--- config.mk ---
export PLATFORM = sky130hd
export DESIGN_NAME = imem_arbiter
export DESIGN_NICKNAME = d
export VERILOG_FILES = /design/src/rtl/imem_arb_pkg.sv /design/src/rtl/imem_arb_starve_ctr.sv /design/src/rtl/imem_arbiter.sv
export SDC_FILE = /design/constraint.sdc
export NUM_CORES = 1
export LEC_CHECK = 0
export BUFFER_PORTS_ARGS = -buffer_cell sky130_fd_sc_hd__buf_2
export CORE_AREA = 2 2 85 87
export DETAILED_ROUTE_END_ITERATION = 7
export DIE_AREA = 0 0 87 89
export GPL_TIMING_DRIVEN = 0
export HOLD_SLACK_MARGIN = 0.15
export PLACE_DENSITY_LB_ADDON = 0.1
export SETUP_SLACK_MARGIN = 0.2
export SLEW_MARGIN = 0
export SYNTH_ARGS = -nofsm -noshare
export SYNTH_HDL_FRONTEND = slang
export SYNTH_SLANG_ARGS = --single-unit
--- constraint.sdc ---
create_clock -name clk -period 2.2 [get_ports clk]
set_input_delay 0.44 -clock clk [delete_from_list [all_inputs] [get_ports clk]]
set_output_delay 0.44 -clock clk [all_outputs]
set_load 0.02 [all_outputs]
--- src/rtl/imem_arb_pkg.sv ---
`default_nettype none
// ============================================================================
//  Module      : imem_arb_pkg
//  Description : Shared types, widths and helpers for the instruction-memory
//                arbiter (grant encoding, bus widths, address range check).
//  Revision    : 1.0 - initial release
// ============================================================================
package imem_arb_pkg;

    localparam int IMEM_ADDR_W  = 16;
    localparam int IMEM_DATA_W  = 32;
    localparam int STARVE_CNT_W = 8;

    // Which requester owns the memory port in the current cycle
    typedef enum logic [1:0] {
        GNT_NONE  = 2'd0,
        GNT_FETCH = 2'd1,
        GNT_LOAD  = 2'd2
    } grant_t;

    // True when a word address falls inside the populated instruction space
    function automatic logic addr_in_range(
        input logic [IMEM_ADDR_W-1:0] addr,
        input int unsigned            max_words
    );
        return ({16'h0000, addr} < max_words);
    endfunction

endpackage
`default_nettype wire

--- src/rtl/imem_arb_starve_ctr.sv ---
`default_nettype none
// ============================================================================
//  Module      : imem_arb_starve_ctr
//  Description : Saturating count of consecutive cycles in which the loader
//                requested but was not granted. at_limit flags that the loader
//                must win the next conflict.
//  Revision    : 1.0 - initial release
// ============================================================================
module imem_arb_starve_ctr
    import imem_arb_pkg::*;
#(
    parameter int STARVE_LIMIT = 4
) (
    input  logic clk,
    input  logic rst_n,
    input  logic load_req,
    input  logic load_gnt,
    output logic at_limit
);

    localparam logic [STARVE_CNT_W-1:0] c_limit = STARVE_CNT_W'(STARVE_LIMIT);
    localparam logic [STARVE_CNT_W-1:0] c_one   = STARVE_CNT_W'(1);

    logic [STARVE_CNT_W-1:0] r_cnt;

    // Count denied load cycles, saturate at the limit, clear on grant or idle
    always_ff @(posedge clk or negedge rst_n) begin
        if (!rst_n) begin
            r_cnt <= '0;
        end else if (load_req && !load_gnt) begin
            if (r_cnt != c_limit) begin
                r_cnt <= r_cnt + c_one;
            end
        end else begin
            r_cnt <= '0;
        end
    end

    assign at_limit = (r_cnt == c_limit);

endmodule
`default_nettype wire

--- src/rtl/imem_arbiter.sv ---
`default_nettype none
// ============================================================================
//  Module      : imem_arbiter
//  Description : Arbitrates the single-port instruction memory between the
//                CPU fetch port (fixed priority) and the host load port, with
//                a starvation guard giving the loader a guaranteed slot.
//                Optional macro IMEM_ARB_STATS_EN builds grant statistics
//                counters; otherwise the stat ports read 16'h0000.
//  Revision    : 1.0 - initial release
// ============================================================================
module imem_arbiter
    import imem_arb_pkg::*;
#(
    parameter int unsigned MAX_INSTRUCTIONS = 64,
    parameter int          STARVE_LIMIT     = 4
) (
    input  logic                   clk,
    input  logic                   rst_n,
    input  logic                   fetch_req,
    input  logic [IMEM_ADDR_W-1:0] fetch_addr,
    output logic                   fetch_gnt,
    output logic                   fetch_rvalid,
    output logic [IMEM_DATA_W-1:0] fetch_rdata,
    input  logic                   load_req,
    input  logic [IMEM_ADDR_W-1:0] load_addr,
    input  logic [IMEM_DATA_W-1:0] load_wdata,
    output logic                   load_gnt,
    output logic                   load_oob_err,
    output logic                   mem_en,
    output logic                   mem_we,
    output logic [IMEM_ADDR_W-1:0] mem_addr,
    output logic [IMEM_DATA_W-1:0] mem_wdata,
    input  logic [IMEM_DATA_W-1:0] mem_rdata,
    output logic [15:0]            stat_fetch_cnt,
    output logic [15:0]            stat_load_cnt
);

    grant_t w_grant;
    logic   w_at_limit;
    logic   w_fetch_in_range;
    logic   w_load_in_range;
    logic   r_fetch_rvalid;
    logic   r_fetch_oob;
    logic   r_load_oob_err;

    assign w_fetch_in_range = addr_in_range(fetch_addr, MAX_INSTRUCTIONS);
    assign w_load_in_range  = addr_in_range(load_addr, MAX_INSTRUCTIONS);

    imem_arb_starve_ctr #(
        .STARVE_LIMIT (STARVE_LIMIT)
    ) u_starve_ctr (
        .clk      (clk),
        .rst_n    (rst_n),
        .load_req (load_req),
        .load_gnt (load_gnt),
        .at_limit (w_at_limit)
    );

    // Fetch wins conflicts unless the loader has been starved long enough
    always_comb begin
        w_grant = GNT_NONE;
        if (fetch_req && load_req) begin
            w_grant = w_at_limit ? GNT_LOAD : GNT_FETCH;
        end else if (fetch_req) begin
            w_grant = GNT_FETCH;
        end else if (load_req) begin
            w_grant = GNT_LOAD;
        end
    end

    assign fetch_gnt = (w_grant == GNT_FETCH);
    assign load_gnt  = (w_grant == GNT_LOAD);

    // Drive the memory port from the winner; out-of-range accesses are
    // consumed but never strobe the array
    always_comb begin
        mem_en    = 1'b0;
        mem_we    = 1'b0;
        mem_addr  = '0;
        mem_wdata = '0;
        case (w_grant)
            GNT_FETCH: begin
                mem_en   = w_fetch_in_range;
                mem_addr = fetch_addr;
            end
            GNT_LOAD: begin
                mem_en    = w_load_in_range;
                mem_we    = w_load_in_range;
                mem_addr  = load_addr;
                mem_wdata = load_wdata;
            end
            default: begin
                mem_en = 1'b0;
            end
        endcase
    end

    // Track the read in flight and the sticky out-of-range load flag
    always_ff @(posedge clk or negedge rst_n) begin
        if (!rst_n) begin
            r_fetch_rvalid <= 1'b0;
            r_fetch_oob    <= 1'b0;
            r_load_oob_err <= 1'b0;
        end else begin
            r_fetch_rvalid <= fetch_gnt;
            r_fetch_oob    <= fetch_gnt && !w_fetch_in_range;
            if (load_gnt && !w_load_in_range) begin
                r_load_oob_err <= 1'b1;
            end
        end
    end

    assign fetch_rvalid = r_fetch_rvalid;
    assign fetch_rdata  = (r_fetch_rvalid && !r_fetch_oob) ? mem_rdata : '0;
    assign load_oob_err = r_load_oob_err;

`ifdef IMEM_ARB_STATS_EN
    logic [15:0] r_stat_fetch_cnt;
    logic [15:0] r_stat_load_cnt;

    // Free-running grant counters, wrapping at 16 bits
    always_ff @(posedge clk or negedge rst_n) begin
        if (!rst_n) begin
            r_stat_fetch_cnt <= '0;
            r_stat_load_cnt  <= '0;
        end else begin
            if (fetch_gnt) begin
                r_stat_fetch_cnt <= r_stat_fetch_cnt + 16'd1;
            end
            if (load_gnt) begin
                r_stat_load_cnt <= r_stat_load_cnt + 16'd1;
            end
        end
    end

    assign stat_fetch_cnt = r_stat_fetch_cnt;
    assign stat_load_cnt  = r_stat_load_cnt;
`else
    assign stat_fetch_cnt = 16'h0000;
    assign stat_load_cnt  = 16'h0000;
`endif

endmodule
`default_nettype wire
; ---- Word level (Yosys, flattened, before mapping)
; Cells that the tools add are included.
[op_classes]
div = 0
n_eq_ne = 5
n_lt_le_gt_ge = 2
n_bitwise = 0
mux = 11
mul = 0
n_addsub = 1
shifts = 0
n_reduce_logical = 9
[op_table]
columns = cell, n
row1 = 32-bit 2-to-1 mux, 2
row2 = "16-bit by 7-bit less-than comparator with 1-bit output, second input constant", 2
row3 = 16-bit case mux with 2 select lines, 1
row4 = 8-bit 2-to-1 mux, 2
row5 = "8-bit by 1-bit adder with 8-bit output, second input constant", 1
row6 = "8-bit by 3-bit == test with 1-bit output, second input constant", 1
row7 = 2-bit 2-to-1 mux, 4
row8 = "8-bit by 3-bit inequality test with 1-bit output, second input constant", 1
row9 = 1-bit logical AND, 5
row10 = 1-bit zero test, 4
row11 = "2-bit by 1-bit == test with 1-bit output, second input constant", 1
row12 = "2-bit == test, second input constant", 1
row13 = "2-bit inequality test, second input constant", 1
row14 = 1-bit case mux with 2 select lines, 1
row15 = 1-bit 2-to-1 mux, 1
[word_totals]
ff_bits = 11
mem_count = 0
out_inout_bits = 118
latch_bits = 0
rom_bits = 0
mem_bits_rw = 0
inputBits = 100

; ---- Depth between registers and ports, before layout
[logic_depth]
depth_word = 7
ltp_mapped = 7
mapped_depth_nobuf = 6

; ---- Cells and area by module
; Synthesis repeated with hierarchy kept, for this count alone.
[unflattened]
cells_unflattened = 213
area_unflattened_um2 = 1562.7
[by_module_without_submodules]
columns = module, n_inst, cells_each, area_each_um2
row1 = imem_arbiter, 1, 167, 1131.1
row2 = imem_arb_starve_ctr, 1, 46, 431.7

; ---- Least setup slack after synthesis
; No wires, ideal clock.
[synth_path]
kind = register to output
startpoint = reg u_starve_ctr.r_cnt[0]
endpoint = out mem_wdata[23]
t_required_ns = 1.760
path_stages_with_launch = 8
arrival_ns = 1.675
slack_ns = 0.085
cell_sequence = dfrtp_1 -> inv_1 -> ha_1 -> nor4bb_1 -> a21oi_1 -> inv_1 -> clkbuf_1 -> and2_1
[synth_between]
elab_chain_cells = 5
[synth_rtl]
columns = item, line_no
row1 = from (decl), imem_arb_starve_ctr.sv:24  ; logic [STARVE_CNT_W-1:0] r_cnt;
row2 = from (signal assigned), imem_arb_starve_ctr.sv:32  ; r_cnt <= r_cnt + c_one;
row3 = 8-bit by 3-bit == test with 1-bit output, imem_arb_starve_ctr.sv:39  ; assign at_limit = (r_cnt == c_limit);
row4 = 2-bit 2-to-1 mux, imem_arbiter.sv:63  ; w_grant = w_at_limit ? GNT_LOAD : GNT_FETCH;
row5 = 2-bit 2-to-1 mux, imem_arbiter.sv:62  ; if (fetch_req && load_req) begin
row6 = 2-bit == test, --
row7 = via load_gnt, imem_arbiter.sv:27  ; output logic load_gnt,
row8 = 32-bit 2-to-1 mux, imem_arbiter.sv:81  ; case (w_grant)
row9 = to (decl), imem_arbiter.sv:32  ; output logic [IMEM_DATA_W-1:0] mem_wdata,
; The timed path passes the listed nets, and every way through them passes these cells.

; ---- Worst setup path after layout
[layout_path]
startpoint = reg u_starve_ctr.r_cnt[7]
endpoint = out mem_addr[0]
[layout_between]
elab_chain_cells = 5
[layout_rtl]
columns = item, line_no
row1 = 8-bit by 3-bit == test with 1-bit output (*), imem_arb_starve_ctr.sv:39
row2 = 2-bit 2-to-1 mux (*), imem_arbiter.sv:63
row3 = 2-bit 2-to-1 mux (*), imem_arbiter.sv:62
row4 = 2-bit == test or 2-bit by 1-bit == test with 1-bit output (tied branches), imem_arbiter.sv:81
row5 = 16-bit case mux with 2 select lines (*), imem_arbiter.sv:81
row6 = to (decl), imem_arbiter.sv:31  ; output logic [IMEM_ADDR_W-1:0] mem_addr,
; Mark *: on every way between the ends. The rest lies on a longest branch, timed or not.

==> flow_metrics.py <==
metrics = {
    "finish": {
        "diodes": 0,
        "drive_gt1_frac": 0.701,
        "nets": 531,
        "stdcell_area_sq_um": 3440,
        "fillers": 661,
        "layout.cells.non_filler": 508,
        "syn_to_final_growth_pct": 142,
    },
    "pwr": {
        "p_leak_nw": 1.93,
        "ir_drop_mv": 0.137,
        "p_per_area_nw_per_um2": 306,
    },
    "worst_setup_path": {
        "worstPathCellList": "or4b_4 -> o21ai_4 -> inv_4 -> buf_8 -> a22o_4 -> buf_6",
        "cpPeakStageDelay_ns": 0.55,
        "r2r_end": "u_starve_ctr.r_cnt[1]",
        "crit_family": "simple AND/OR/NAND/NOR gates",
        "critPathArrivalTime_ns": 1.95,
        "path_class": "reg -> out",
        "crit_path_top_delay_cell": "or4b_4",
        "start_kind": "register",
        "cp-startpoint": "u_starve_ctr.r_cnt[7]",
        "crit_buf_inv": 3,
        "crit_fanout": 5,
        "worstReg2RegStart": "u_starve_ctr.r_cnt[7]",
        "worst-path-stages": 6,
        "rrSetupSlack_ns": 0.19,
        "cp-end-kind": "output port",
        "reg2reg_depth": 8,
        "crit_required_ns": 1.76,
        "endpoint": "mem_addr[0]",
    },
    "clock_network": {
        "tritoncts_num_sinks": 11,
        "clk_pin_slew_worst_paths_ns": 0.05,
        "clock_path_buffers": 2,
        "htreeDepth": 1,
        "cts_buffers": 3,
        "cts_root_buf": "clkbuf_8",
        "clk_latency_ns": 0.24,
        "tritoncts": "built",
    },
    "global_route": {
        "grt_pass1_wl_microns": 9380,
        "grt_overflow": 0,
        "grtUsageMet3": 0.0314,
        "track_usage": 0.153,
        "grt_pass1_vias": 1955,
        "antenna_found_initial": 0,
        "grt_max_degree": 12,
        "top_usage_layer": "met2",
        "gr-usage-met2": 0.325,
        "met1_usage": 0.152,
    },
    "synthesis": {
        "syn_area_per_cell_sq_um": 7.70,
        "synth-warning-count": 0,
        "yosysTopAreaCellShare": 0.287,
        "yosysUniqueCellTypes": 31,
        "netlist_instances": 184,
        "synth_top_area_cell": "and2_1",
        "ys_seq_elements": 11,
        "yosysSeqAreaShare": 0.194,
        "netlist_top_cells_area": "and2_1 29%, dfrtp_1 19%, buf_4 17%, a22o_1 9.9%, nand3_1 2.1%",
        "netlist_area_sq_um": 1420,
    },
    "route": {
        "vias_per_cell": 4.15,
        "ant_nets": 0,
        "drc_errors": 0,
        "drtPass1Iterations": 4,
        "via_count": 2107,
        "drt_iter0_drc": 44,
        "wl_microns": 6720,
        "wl_per_cell_microns": 13.2,
    },
    "sta": {
        "slew_headroom": 0.560,
        "period_minus_slack_ns": 2.39,
        "rsz0062_at_grt": "yes",
        "worstMarginPinSlew_ns": 0.657,
        "hold_violations": 0,
        "max_freq_mhz": 418,
        "period_share": 1.09,
        "setup_viol": 40,
        "final.setup.worst_slack_ns": -0.191,
        "fin_skew_ns": 0.00152,
        "timing.final.max_slew_violations": 0,
    },
    "flow_run": {
        "drv_cap": 0,
    },
    "place": {
        "place_hpwl_microns": 5010,
        "post-place-ws_ns": -0.159,
        "gp_congestion": 0.750,
        "place_area_sq_um": 2570,
        "io_buffers": 185,
        "dp_cells": 480,
    },
    "floorplanning": {
        "core_area_sq_um": 6720,
        "die_area_sq_um": 7740,
        "die_w_microns": 87,
        "die_h_microns": 89,
        "io_pins": 218,
        "initial_core_util": 0.211,
        "rows": 30,
    },
    "min_path": {
        "hp-class": "reg -> reg",
    },
    "status": {
        "violations": "negative setup slack",
        "status": "complete, but fails checks",
    },
}
==> registers in the layout (all words and copies together), names as in the netlist <==
signal	cells
u_starve_ctr.r_cnt	8
fetch_rvalid	1
r_fetch_oob	1
load_oob_err	1
==> synth_stat cells, drive strengths merged <==
cell,n
nor2b,2
and2,65
nor2,7
xor2,2
nand4bb,1
nand2,1
nor4b,1
a21o,1
nor4bb,1
xnor2,1
ha,2
o21ai,4
nor4,4
or3,3
conb,1
or4b,1
nand4,1
clkbuf,6
and3,1
buf,35
nand3,6
inv,5
o22ai,1
a22o,16
a21oi,4
dfrtp,11
o211ai,1
==> power breakdown <==
| part | internal, mW | switching [mW] | leakage, nW |
|---|---|---|---|
| registers | 0.206 | 0.00213 | 0.138 |
| logic | 0.331 | 0.298 | 1.77 |
| clock network | 0.128 | 0.0855 | 0.0228 |
==> worst min path at each step <==
stage	from	end	slack [ns]	cells after the start
2_1_floorplan	rst_n	fetch_rvalid	0.14	0
3_5_place_dp	rst_n	u_starve_ctr.r_cnt[4]	0.33	1
6_report	load_oob_err	load_oob_err	0.47	1
3_3_place_gp	rst_n	u_starve_ctr.r_cnt[7]	0.33	1
4_1_cts	load_oob_err	load_oob_err	0.47	1
5_1_grt	load_oob_err	load_oob_err	0.52	1
==> layout make-up <==
| type | count | area, sq um | area share |
|---|---|---|---|
| timing repair buffer | 209 | 1540 | 0.447 |
| clock buffer | 4 | 45.0 | 0.0131 |
| buffer | 41 | 334 | 0.0972 |
| tap | 80 | 100 | 0.0291 |
| sequential | 11 | 279 | 0.0812 |
| multi-input combinational | 158 | 1120 | 0.326 |
| inverter | 5 | 23.8 | 0.00692 |
==> layout by cell type (no fill, tap or decap), drive strengths merged, types with 2 or more instances in the layout <==
master	count
conb	32
xor2	2
o21ai	4
dfrtp	11
inv	5
or3	3
nand3	6
a21oi	4
nor4	4
nor2b	2
buf	244
ha	2
and2	65
a22o	16
clkbuf	9
nor2	7
==> through the flow <==
stage / hold slack [ns] / setup TNS, ns / utilization / power [mW]
floorplan: 0.144 / 0 / - / 0.493
global placement: 0.328 / -2.29 / 0.382 / 0.669
detailed placement: 0.329 / -3.13 / 0.382 / 0.671
CTS: 0.469 / -2.87 / 0.477 / 0.996
global route: 0.518 / -7.64 / 0.512 / 1.11
finish: 0.466 / -4.49 / 0.512 / 1.05
==> kinds of logic after synthesis <==
logic type,after synthesis,synth area share
AND/OR/NAND/NOR,94,0.409
AO/OA/AOI/OAI,27,0.145
flip-flops,11,0.194
adder cells (fa/ha/maj),2,0.0176
other,1,0.00265
buffers and inverters,46,0.214
XOR/XNOR,3,0.0185
==> per-layer routing <==
metal  wire length, microns  vias to the layer above
li1                       -                     1038
met1                   2210                      921
met2                   3780                      144
met3                    689                        4
met4                     46                        0
met5                      0                        -
==> repair_timing <==
item,4_1_cts,5_1_grt
pin swaps,23,16
gates cloned,2,3
hold buffers,1,0
endpoints found under the hold margin,11,0
resized for setup,138,48
endpoints found under the setup margin,52,68
setup buffers,12,6
Note: power is estimated with default switching activity, not from simulation.
